### config.mk
export PLATFORM = sky130hd
export DESIGN_NAME = turfio_frame_packer
export DESIGN_NICKNAME = d
export VERILOG_FILES = /design/src/rtl/turfio_packer_pkg.sv /design/src/rtl/axis_skid64.sv /design/src/rtl/turfio_frame_packer.sv
export SDC_FILE = /design/constraint.sdc
export NUM_CORES = 1
export LEC_CHECK = 0
export CORE_ASPECT_RATIO = 0.8
export CORE_UTILIZATION = 23
export CTS_BUF_LIST = sky130_fd_sc_hd__clkbuf_8
export CTS_CLUSTER_DIAMETER = 60
export DETAILED_ROUTE_END_ITERATION = 12
export PLACE_DENSITY = 0.51
export SLEW_MARGIN = 20
export SYNTH_ARGS = -nofsm -noshare
export SYNTH_HDL_FRONTEND = slang
export SYNTH_HIERARCHICAL = 1
export SYNTH_SLANG_ARGS = --single-unit
### constraint.sdc
create_clock -name aclk -period 4 [get_ports aclk]
set_input_delay 0.6 -clock aclk [delete_from_list [all_inputs] [get_ports aclk]]
set_output_delay 0.6 -clock aclk [all_outputs]
set_load 0.005 [all_outputs]
### src/rtl/turfio_packer_pkg.sv
// Shared types and constants for the TURFIO frame packer and its skid buffer.
package turfio_packer_pkg;

    localparam int unsigned WORD_W = 32;
    localparam int unsigned DATA_W = 64;
    localparam int unsigned KEEP_W = 8;
    localparam int unsigned CNT_W  = 16;

    localparam logic [7:0]        HDR_MAGIC = 8'hA5;
    localparam logic [KEEP_W-1:0] KEEP_FULL = 8'hFF;
    localparam logic [KEEP_W-1:0] KEEP_LOW  = 8'h0F;

    typedef enum logic [2:0] {
        ST_IDLE,
        ST_HDR,
        ST_LO,
        ST_HI,
        ST_DROP
    } state_e;

    // One 64-bit output beat: data + keep + last (73 bits).
    typedef struct packed {
        logic [DATA_W-1:0] data;
        logic [KEEP_W-1:0] keep;
        logic              last;
    } beat_t;

endpackage

### src/rtl/axis_skid64.sv
// Two-entry skid buffer for 73-bit beats; upstream ready is a registered "skid empty".
module axis_skid64
    import turfio_packer_pkg::*;
(
    input  logic  clk_i,
    input  logic  rst_i,
    input  logic  s_valid_i,
    input  beat_t s_beat_i,
    output logic  s_ready_o,
    output logic  m_valid_o,
    output beat_t m_beat_o,
    input  logic  m_ready_i
);

    beat_t out_q;
    beat_t skid_q;
    logic  out_vld_q;
    logic  skid_vld_q;
    logic  load_out;
    logic  push;

    assign load_out  = !out_vld_q || m_ready_i;
    assign push      = s_valid_i && !skid_vld_q;
    assign s_ready_o = !skid_vld_q;
    assign m_valid_o = out_vld_q;
    assign m_beat_o  = out_q;

    // Output register refills from the skid entry first, then from the input.
    always_ff @(posedge clk_i) begin
        if (rst_i) begin
            out_q      <= '0;
            skid_q     <= '0;
            out_vld_q  <= 1'b0;
            skid_vld_q <= 1'b0;
        end else if (load_out) begin
            if (skid_vld_q) begin
                out_q      <= skid_q;
                out_vld_q  <= 1'b1;
                skid_vld_q <= 1'b0;
            end else begin
                out_vld_q <= push;
                if (push) begin
                    out_q <= s_beat_i;
                end
            end
        end else if (push) begin
            skid_q     <= s_beat_i;
            skid_vld_q <= 1'b1;
        end
    end

endmodule

### src/rtl/turfio_frame_packer.sv
// Packs a 32-bit Aurora stream into 64-bit beats with keep/last, truncating
// frames longer than MAX_WORDS. Optional header beat: TURFIO_PACKER_HEADER_EN.
module turfio_frame_packer
    import turfio_packer_pkg::*;
#(
    parameter int unsigned LINK_ID   = 0,
    parameter int unsigned MAX_WORDS = 1024
) (
    input  logic                aclk,
    input  logic                event_reset,
    input  logic [WORD_W-1:0]   s_aurora_tdata,
    input  logic                s_aurora_tvalid,
    output logic                s_aurora_tready,
    input  logic                s_aurora_tlast,
    output logic [DATA_W-1:0]   m_frame_tdata,
    output logic [KEEP_W-1:0]   m_frame_tkeep,
    output logic                m_frame_tlast,
    output logic                m_frame_tvalid,
    input  logic                m_frame_tready,
    output logic [31:0]         frame_count_o,
    output logic [CNT_W-1:0]    trunc_count_o,
    output logic                frame_active_o
);

    if (LINK_ID > 3 || MAX_WORDS < 2 || MAX_WORDS > 65535) begin : g_param_err
        $error("turfio_frame_packer: LINK_ID or MAX_WORDS out of range");
    end

    state_e              state_q, state_d;
    logic [WORD_W-1:0]   lo_q, lo_d;
    logic [CNT_W-1:0]    wcnt_q, wcnt_d;
    logic [31:0]         frame_q, frame_d;
    logic [CNT_W-1:0]    trunc_q, trunc_d;
    logic                active_q, active_d;
    logic                push_c;
    beat_t               push_beat_c;
    logic                skid_ready;
    logic                accept;
    logic                at_max;
    logic                beat_last;
    beat_t               out_beat;

    // Ready decodes registered state and the skid's registered free-entry flag.
    assign s_aurora_tready = (state_q == ST_DROP) ||
                             (((state_q == ST_LO) || (state_q == ST_HI)) && skid_ready);
    assign accept    = s_aurora_tvalid && s_aurora_tready;
    assign at_max    = (17'(wcnt_q) + 17'd1) == 17'(MAX_WORDS);
    assign beat_last = s_aurora_tlast || at_max;

    // Next-state, packing and counter update logic.
    always_comb begin
        state_d     = state_q;
        lo_d        = lo_q;
        wcnt_d      = wcnt_q;
        frame_d     = frame_q;
        trunc_d     = trunc_q;
        active_d    = active_q;
        push_c      = 1'b0;
        push_beat_c = '0;
        case (state_q)
            ST_IDLE: begin
                wcnt_d = '0;
                if (s_aurora_tvalid) begin
`ifdef TURFIO_PACKER_HEADER_EN
                    state_d = ST_HDR;
`else
                    state_d = ST_LO;
`endif
                end
            end
`ifdef TURFIO_PACKER_HEADER_EN
            ST_HDR: begin
                if (skid_ready) begin
                    push_c      = 1'b1;
                    push_beat_c = '{data: {HDR_MAGIC, 6'b0, 2'(LINK_ID), 16'h0000, frame_q},
                                    keep: KEEP_FULL, last: 1'b0};
                    state_d     = ST_LO;
                end
            end
`endif
            ST_LO, ST_HI: begin
                if (accept) begin
                    wcnt_d   = wcnt_q + 16'd1;
                    active_d = 1'b1;
                    if (state_q == ST_HI) begin
                        push_c      = 1'b1;
                        push_beat_c = '{data: {s_aurora_tdata, lo_q}, keep: KEEP_FULL,
                                        last: beat_last};
                        state_d     = ST_LO;
                    end else if (beat_last) begin
                        push_c      = 1'b1;
                        push_beat_c = '{data: {32'h0, s_aurora_tdata}, keep: KEEP_LOW,
                                        last: 1'b1};
                    end else begin
                        lo_d    = s_aurora_tdata;
                        state_d = ST_HI;
                    end
                    if (beat_last) begin
                        active_d = 1'b0;
                        frame_d  = frame_q + 32'd1;
                        if (s_aurora_tlast) begin
                            state_d = ST_IDLE;
                        end else begin
                            state_d = ST_DROP;
                            if (trunc_q != 16'hFFFF) begin
                                trunc_d = trunc_q + 16'd1;
                            end
                        end
                    end
                end
            end
            ST_DROP: begin
                if (s_aurora_tvalid && s_aurora_tlast) begin
                    state_d = ST_IDLE;
                end
            end
            default: state_d = ST_IDLE;
        endcase
    end

    // State, held low word and counters.
    always_ff @(posedge aclk) begin
        if (event_reset) begin
            state_q  <= ST_IDLE;
            lo_q     <= '0;
            wcnt_q   <= '0;
            frame_q  <= '0;
            trunc_q  <= '0;
            active_q <= 1'b0;
        end else begin
            state_q  <= state_d;
            lo_q     <= lo_d;
            wcnt_q   <= wcnt_d;
            frame_q  <= frame_d;
            trunc_q  <= trunc_d;
            active_q <= active_d;
        end
    end

    axis_skid64 u_skid (
        .clk_i     (aclk),
        .rst_i     (event_reset),
        .s_valid_i (push_c),
        .s_beat_i  (push_beat_c),
        .s_ready_o (skid_ready),
        .m_valid_o (m_frame_tvalid),
        .m_beat_o  (out_beat),
        .m_ready_i (m_frame_tready)
    );

    assign m_frame_tdata  = out_beat.data;
    assign m_frame_tkeep  = out_beat.keep;
    assign m_frame_tlast  = out_beat.last;
    assign frame_count_o  = frame_q;
    assign trunc_count_o  = trunc_q;
    assign frame_active_o = active_q;

endmodule

After elaboration in Yosys (flattened, before gate mapping)
Cells that the tools add are included.
{"block": "op_classes", "shifts": 0, "reduce_logical": 23, "multipliers": 0, "eq_ne": 8, "div": 0, "magnitude_cmp": 0, "add_sub_neg": 4, "n_mux": 21, "bitwise": 4}
{"operator": "$mux W73", "n": 5}
{"operator": "$mux W41", "n": 1}
{"operator": "$add A16 B1 Y16 const B", "n": 2}
{"operator": "$add A32 B1 Y32 const B", "n": 1}
{"operator": "$pmux W16 S2", "n": 1}
{"operator": "$add A16 B1 Y17 const B", "n": 1}
{"operator": "$eq A17 B11 Y1 const B", "n": 1}
{"operator": "$mux W16", "n": 1}
{"operator": "$ne A16 B16 Y1 const B", "n": 1}
{"operator": "$mux W3", "n": 5}
{"operator": "$pmux W3 S3", "n": 1}
{"operator": "$reduce_and A2 Y1", "n": 4}
{"operator": "$mux W1", "n": 7}
{"operator": "$eq A3 B2 Y1 const B", "n": 2}
{"operator": "$reduce_and A3 Y1", "n": 2}
{"operator": "$reduce_and A5 Y1", "n": 1}
{"operator": "$logic_and A1 B1 Y1", "n": 4}
{"operator": "$logic_or A1 B1 Y1", "n": 4}
{"operator": "$ne A2 B2 Y1 const B", "n": 2}
{"operator": "$not A1 Y1", "n": 4}
{"operator": "$reduce_and A4 Y1", "n": 1}
{"operator": "$reduce_bool A2 Y1", "n": 2}
{"operator": "$reduce_or A2 Y1", "n": 2}
{"operator": "$eq A3 B3 Y1 const B", "n": 1}
{"operator": "other kinds (3)", "n": 4}
{"block": "word_totals", "out_inout_bits": 124, "inputBits": 37, "ram_bits": 0, "elab_cells": 74, "regBits": 248, "rom_bits": 0, "latch_bits": 0, "mem_count": 0}

Longest topological paths before layout
Gate-level depths: netlist (run 1).
{"block": "logic_depth", "word_depth": 10, "depth_mapped": 14, "depth_no_buf": 11}

By module
Netlist (run 1), hierarchy kept.
{"mod": "axis_skid64", "seq_area_each_um2": 2962.8, "instances": 1, "area_per_inst_um2": 6292.3, "cells_each": 660}
{"mod": "turfio_frame_packer", "seq_area_each_um2": 2001.9, "instances": 1, "area_per_inst_um2": 5403.9, "cells_each": 650}

Worst setup path before layout (run 1)
No wires, ideal clock.
{"block": "synth_timing", "path_type": "register to register", "startpoint": "reg wcnt_q[0]", "endpoint": "reg u_skid.out_q, in the netlist u_skid/m_beat_o[15]", "slack_ns": 0.430, "period_less_slack_ns": 3.570, "setup_ns": 0.146, "stages_incl_launch_ff": 15, "path_buffers": 3, "arrival_ns": 3.424, "required_ns": 3.854, "path_cell_list": "dfxtp_1 > ha_1 > nand3_1 > or3_1 > a211oi_1 > nor4_4 > a21oi_2 > buf_2 > nor2_1 > or2_2 > or2_1 > buf_2 > buf_2 > a21oi_1 > a211oi_2"}
{"block": "synth_via", "elab_chain_cells": 10, "elab_cells_between_ends": 16, "cone_classes": "1 x add/sub; 1 x eq/ne; 10 x mux; 4 x reduce/logical"}
{"item": "start, declared", "line_no": "turfio_frame_packer.sv:31", "text": "logic [CNT_W-1:0] wcnt_q, wcnt_d;"}
{"item": "start signal, assigned", "line_no": "turfio_frame_packer.sv:133", "text": "wcnt_q <= wcnt_d;"}
{"item": "$add A16 B1 Y17 (*)", "line_no": "turfio_frame_packer.sv:47", "text": "assign at_max = (17'(wcnt_q) + 17'd1) == 17'(MAX_WORDS);"}
{"item": "$eq A17 B11 Y1 (*)", "line_no": "turfio_frame_packer.sv:47"}
{"item": "$logic_or A1 B1 Y1 (*)", "line_no": "turfio_frame_packer.sv:48", "text": "assign beat_last = s_aurora_tlast || at_max;"}
{"item": "$mux W1", "line_no": "turfio_frame_packer.sv:90", "text": "end else if (beat_last) begin"}
{"item": "$mux W1", "line_no": "turfio_frame_packer.sv:85", "text": "if (state_q == ST_HI) begin"}
{"item": "$mux W1", "line_no": "turfio_frame_packer.sv:82", "text": "if (accept) begin"}
{"item": "$mux W1", "line_no": "turfio_frame_packer.sv:60", "text": "case (state_q)"}
{"item": "$logic_and A1 B1 Y1", "line_no": "axis_skid64.sv:23", "text": "assign push = s_valid_i && !skid_vld_q;"}
{"item": "$reduce_bool A2 Y1 (no line)"}
{"item": "$reduce_and A2 Y1 (no line)"}
{"item": "end signal, assigned", "line_no": "axis_skid64.sv:37", "text": "out_q <= skid_q;"}
{"item": "end signal, assigned", "line_no": "axis_skid64.sv:43", "text": "out_q <= s_beat_i;"}
{"item": "end, declared", "line_no": "axis_skid64.sv:15", "text": "beat_t out_q;"}
Every way passes the cells marked *; elsewhere a longest branch is shown, timed or not. The select of a mux whose other input is x is not followed.
A chain may end at the register's enable or synchronous reset.

Worst setup path in the final report (run 1)
{"block": "layout_timing", "startpoint": "reg wcnt_q[0]", "endpoint": "reg u_skid/skid_q[37] in the netlist's numbering"}
{"block": "layout_via", "elab_chain_cells": 9, "elab_cells_between_ends": 13, "cone_classes": "1 x add/sub; 1 x eq/ne; 8 x mux; 3 x reduce/logical"}
{"item": "$add A16 B1 Y17 (*)", "line_no": "turfio_frame_packer.sv:47"}
{"item": "$eq A17 B11 Y1 (*)", "line_no": "turfio_frame_packer.sv:47"}
{"item": "$logic_or A1 B1 Y1 (*)", "line_no": "turfio_frame_packer.sv:48"}
{"item": "$mux W1", "line_no": "turfio_frame_packer.sv:90"}
{"item": "$mux W1", "line_no": "turfio_frame_packer.sv:85"}
{"item": "$mux W1", "line_no": "turfio_frame_packer.sv:82"}
{"item": "$mux W1", "line_no": "turfio_frame_packer.sv:60"}
{"item": "$logic_and A1 B1 Y1", "line_no": "axis_skid64.sv:23"}
{"item": "$reduce_and A2 Y1 (no line)"}
{"item": "end signal, assigned", "line_no": "axis_skid64.sv:47", "text": "skid_q <= s_beat_i;"}
{"item": "end, declared", "line_no": "axis_skid64.sv:16", "text": "beat_t skid_q;"}
Every way passes the cells marked *; elsewhere a longest branch is shown, timed or not.

==> impl_metrics.py, run 1 <==
metrics = {
    "run_status": {
        "status": "complete, no violations",
    },
    "logic_synthesis": {
        "ys.flop_type": "dfxtp_1",
        "ys_top_cells_by_count": "dfxtp_1, a21oi_1, nand2_1",
        "async_reset_ff_frac": 0,
        "ys_ff_latch": 248,
        "synth.distinct_cells": 63,
        "synth.most_common_cell": "dfxtp_1",
        "synth_top_area_frac": 0.424,
        "yosys-top-cells-area": "dfxtp_1, mux2i_1, a21oi_1",
        "syn_avg_cell_area_sq_um": 8.93,
        "syn-cell-area_sq_um": 11700,
        "synth_fp_nets": 1350,
        "synth_top_area_cell": "dfxtp_1",
        "ys_seq_area_frac": 0.424,
        "yosysWarnings": 6,
        "synth_cells": 1310,
        "synth_edf_count": 0,
    },
    "timing": {
        "finClkSkew_ns": 0.0343,
        "period_needed_ns": 3.71,
        "tns_ns": 0,
        "worst_slew_pin_slew_ns": 0.969,
        "setup_viol": 0,
        "period_share": 0.929,
        "rsz0062_at_grt": "false",
        "hold_viol_final": 0,
        "relSlewSlack": 0.354,
        "slew_viol_final": 0,
        "max_freq_mhz": 269,
    },
    "cells_and_area": {
        "seq_area_sq_um": 4970,
        "area_growth_syn_to_layout_pct": 26.9,
        "fill_cells": 5284,
        "diodes": 0,
        "finalNetCount": 1467,
        "multi_input_area_sq_um": 6130,
        "drive_gt1_frac": 0.133,
    },
    "floorplan": {
        "start_util": 0.234,
        "die_h_um": 204,
        "io-pin-count": 161,
        "dieArea_sq_um": 51800,
        "coreArea_sq_um": 50000,
        "rows": 73,
        "chipWidth_um": 254,
    },
    "power_and_ir_drop": {
        "leakage_nw": 4.87,
        "ir_drop_v": 0.000184,
        "p_total_mw": 5.51,
        "power.density_nw_per_um2": 371,
    },
    "worst_setup_path": {
        "startpoint_type": "flop",
        "cp_slowest_cell": "or3_1",
        "cp_max_fo": 24,
        "cpPeakStageDelay_ns": 0.45,
        "required_ns": 4.51,
        "critPathTopFamily": "simple AND/OR/NAND/NOR gates",
        "crit_arrival_ns": 4.22,
        "worstRegToRegCells": 13,
        "criticalPathCategory": "reg2reg",
        "path_buf_inv": 2,
        "path_depth": 13,
        "path_cells": "ha_1, nand3_1, or3_1, o22a_1, nor4_4, a21oi_4, nor2_1, or2_2, buf_4, nor4bb_4, buf_4, nand2_1, a21oi_1",
        "cpMostUsedCell": "buf_4",
        "end_kind": "flop",
    },
    "clock_network": {
        "cts_tree": "built",
        "clk_path_buf_depth": 3,
        "htreeDepth": 2,
        "cts.root.buffer_cell": "clkbuf_8",
        "insertion_delay_ns": 0.61,
        "cts-resized-gates": 0,
        "cts_hold_buf": 0,
        "numCtsBuffers": 47,
        "clk_pin_slew_ns": 0.07,
        "cts_setup_buffers": 0,
        "cts.sinks": 248,
    },
    "routing": {
        "vias": 10200,
        "drt_pass1_iterations": 7,
        "met1_length_mm": 17.6,
        "routedWlPerCell_um": 17.2,
        "ant_nets": 0,
        "wl_mm": 36.7,
        "drcViolationCount": 0,
        "wl_met3_mm": 1.78,
        "drt_iter0_drc": 747,
        "met2RoutedLength_mm": 16.6,
        "vias_per_cell": 4.79,
        "highest_layer": "met4",
    },
    "worst_hold_path": {
        "hold_class": "reg2reg",
        "hold_depth": 2,
    },
    "placement": {
        "numPortBuffers": 160,
        "routabilityCongestion": 0.842,
        "hpwl_mm": 22.4,
    },
    "global_routing": {
        "grt_max_degree": 100,
        "grt_pass1_wl_mm": 56.2,
        "track_usage": 0.137,
        "grt_pass1_vias": 9700,
        "antenna_found_initial": 0,
        "overflow": 0,
    },
    "flow_run": {
        "cap_violations": 0,
    },
}
[path summary, 6_finish.rpt]
path         slack [ns]                 to               from
max                0.29  u_skid/skid_q[37]          wcnt_q[0]
min                0.45  u_skid/skid_q[72]  u_skid/skid_q[72]
max reg2reg        0.29  u_skid/skid_q[37]          wcnt_q[0]
min reg2reg        0.45  u_skid/skid_q[72]  u_skid/skid_q[72]
[cells by family (layout without fill, tap and decap cells)]
group                    count (synthesis)  after routing  share of synthesized area
XOR/XNOR                                 6              6                    0.00449
adder cells (fa/ha/maj)                  3              3                    0.00321
multiplexers                           108            108                     0.0926
flip-flops                             248            248                      0.424
AND/OR/NAND/NOR                        417            418                      0.175
AO/OA/AOI/OAI                          391            391                      0.243
buffers and inverters                  137            287                     0.0576
[placed cells by master (no fill, tap or decap), types with 3 or more instances in the layout]
master,synthesis,routed
a211oi_1,5,5
nor2_1,64,64
clkbuf_8,0,59
o31ai_1,23,23
buf_12,0,6
nand3_1,28,28
ha_1,3,3
nand2_1,177,177
o21ai_0,18,18
and4_1,5,5
xor2_1,5,5
mux2i_1,106,106
a211oi_2,70,70
nor2b_1,4,4
clkinv_2,0,4
a311oi_1,7,7
nor4_1,4,4
nand4_1,20,20
a22o_1,32,32
nand4b_1,3,3
and3_1,45,44
or4_1,24,24
a22oi_1,3,3
a31o_2,10,10
buf_4,10,20
clkdlybuf4s50_1,0,159
nor3_1,13,12
a21oi_1,204,204
or3_1,11,11
dfxtp_1,248,246
inv_1,17,35
[metrics by stage]
stage | util | hold WS (ns) | cells | setup WS, ns | area (sq um)
detailed placement | 0.278 | 0.446 | 2052 | 0.312 | 13900
CTS | 0.297 | 0.454 | 2135 | 0.264 | 14800
finish | 0.297 | 0.452 | 2136 | 0.285 | 14800
global placement | 0.278 | 0.441 | 2052 | 0.390 | 13900
global route | 0.297 | 0.468 | 2136 | 0.00106 | 14800
floorplan | - | 0.436 | 1310 | 0.430 | 11700
[state kept, by name, summed over array words and instances, names as in the netlist]
signal,count
frame_count_o,32
u_skid/skid_vld_q,1
trunc_count_o,16
lo_q,32
state_q,3
frame_active_o,1
u_skid/skid_q,73
wcnt_q,16
u_skid/m_beat_o,73
u_skid/m_valid_o,1
[worst min-delay path, delay by kind of cell, from the launching register on]
family | cells | cell delay (ns)
flops | 1 | 0.31
compound gates | 1 | 0.05
simple gates | 1 | 0.05
[final cells by class]
| type | instances | area share |
|---|---|---|
| inverter | 17 | 0.00430 |
| sequential | 248 | 0.335 |
| clock buffer | 59 | 0.0547 |
| tap | 675 | 0.0569 |
| timing repair buffer | 187 | 0.127 |
| clock inverter | 24 | 0.00869 |
| multi-input combinational | 926 | 0.413 |
[power breakdown]
group | total, mW | switching, mW | internal [mW]
logic | 0.447 | 0.256 | 0.191
registers | 2.55 | 0.0310 | 2.52
clock network | 2.51 | 1.12 | 1.39
[per-layer routing]
layer,vias to the layer above,GRT usage
met1,4924,0.189
met3,54,0.0299
met5,-,0
met4,0,0.0394
li1,5014,-
met2,242,0.213
Note: power is estimated with default switching activity, not from simulation.
==> run 2: changes to the inputs <==
--- a/config.mk
+++ b/config.mk
@@ -5,6 +5,7 @@
 export SDC_FILE = /design/constraint.sdc
 export NUM_CORES = 1
 export LEC_CHECK = 0
+export ABC_CLOCK_PERIOD_IN_PS = 4000
 export CORE_ASPECT_RATIO = 0.8
 export CORE_UTILIZATION = 23
 export CTS_BUF_LIST = sky130_fd_sc_hd__clkbuf_8
==> results of run 2 <==
No change in the layout: final DEF, timing and power equal those of run 1.
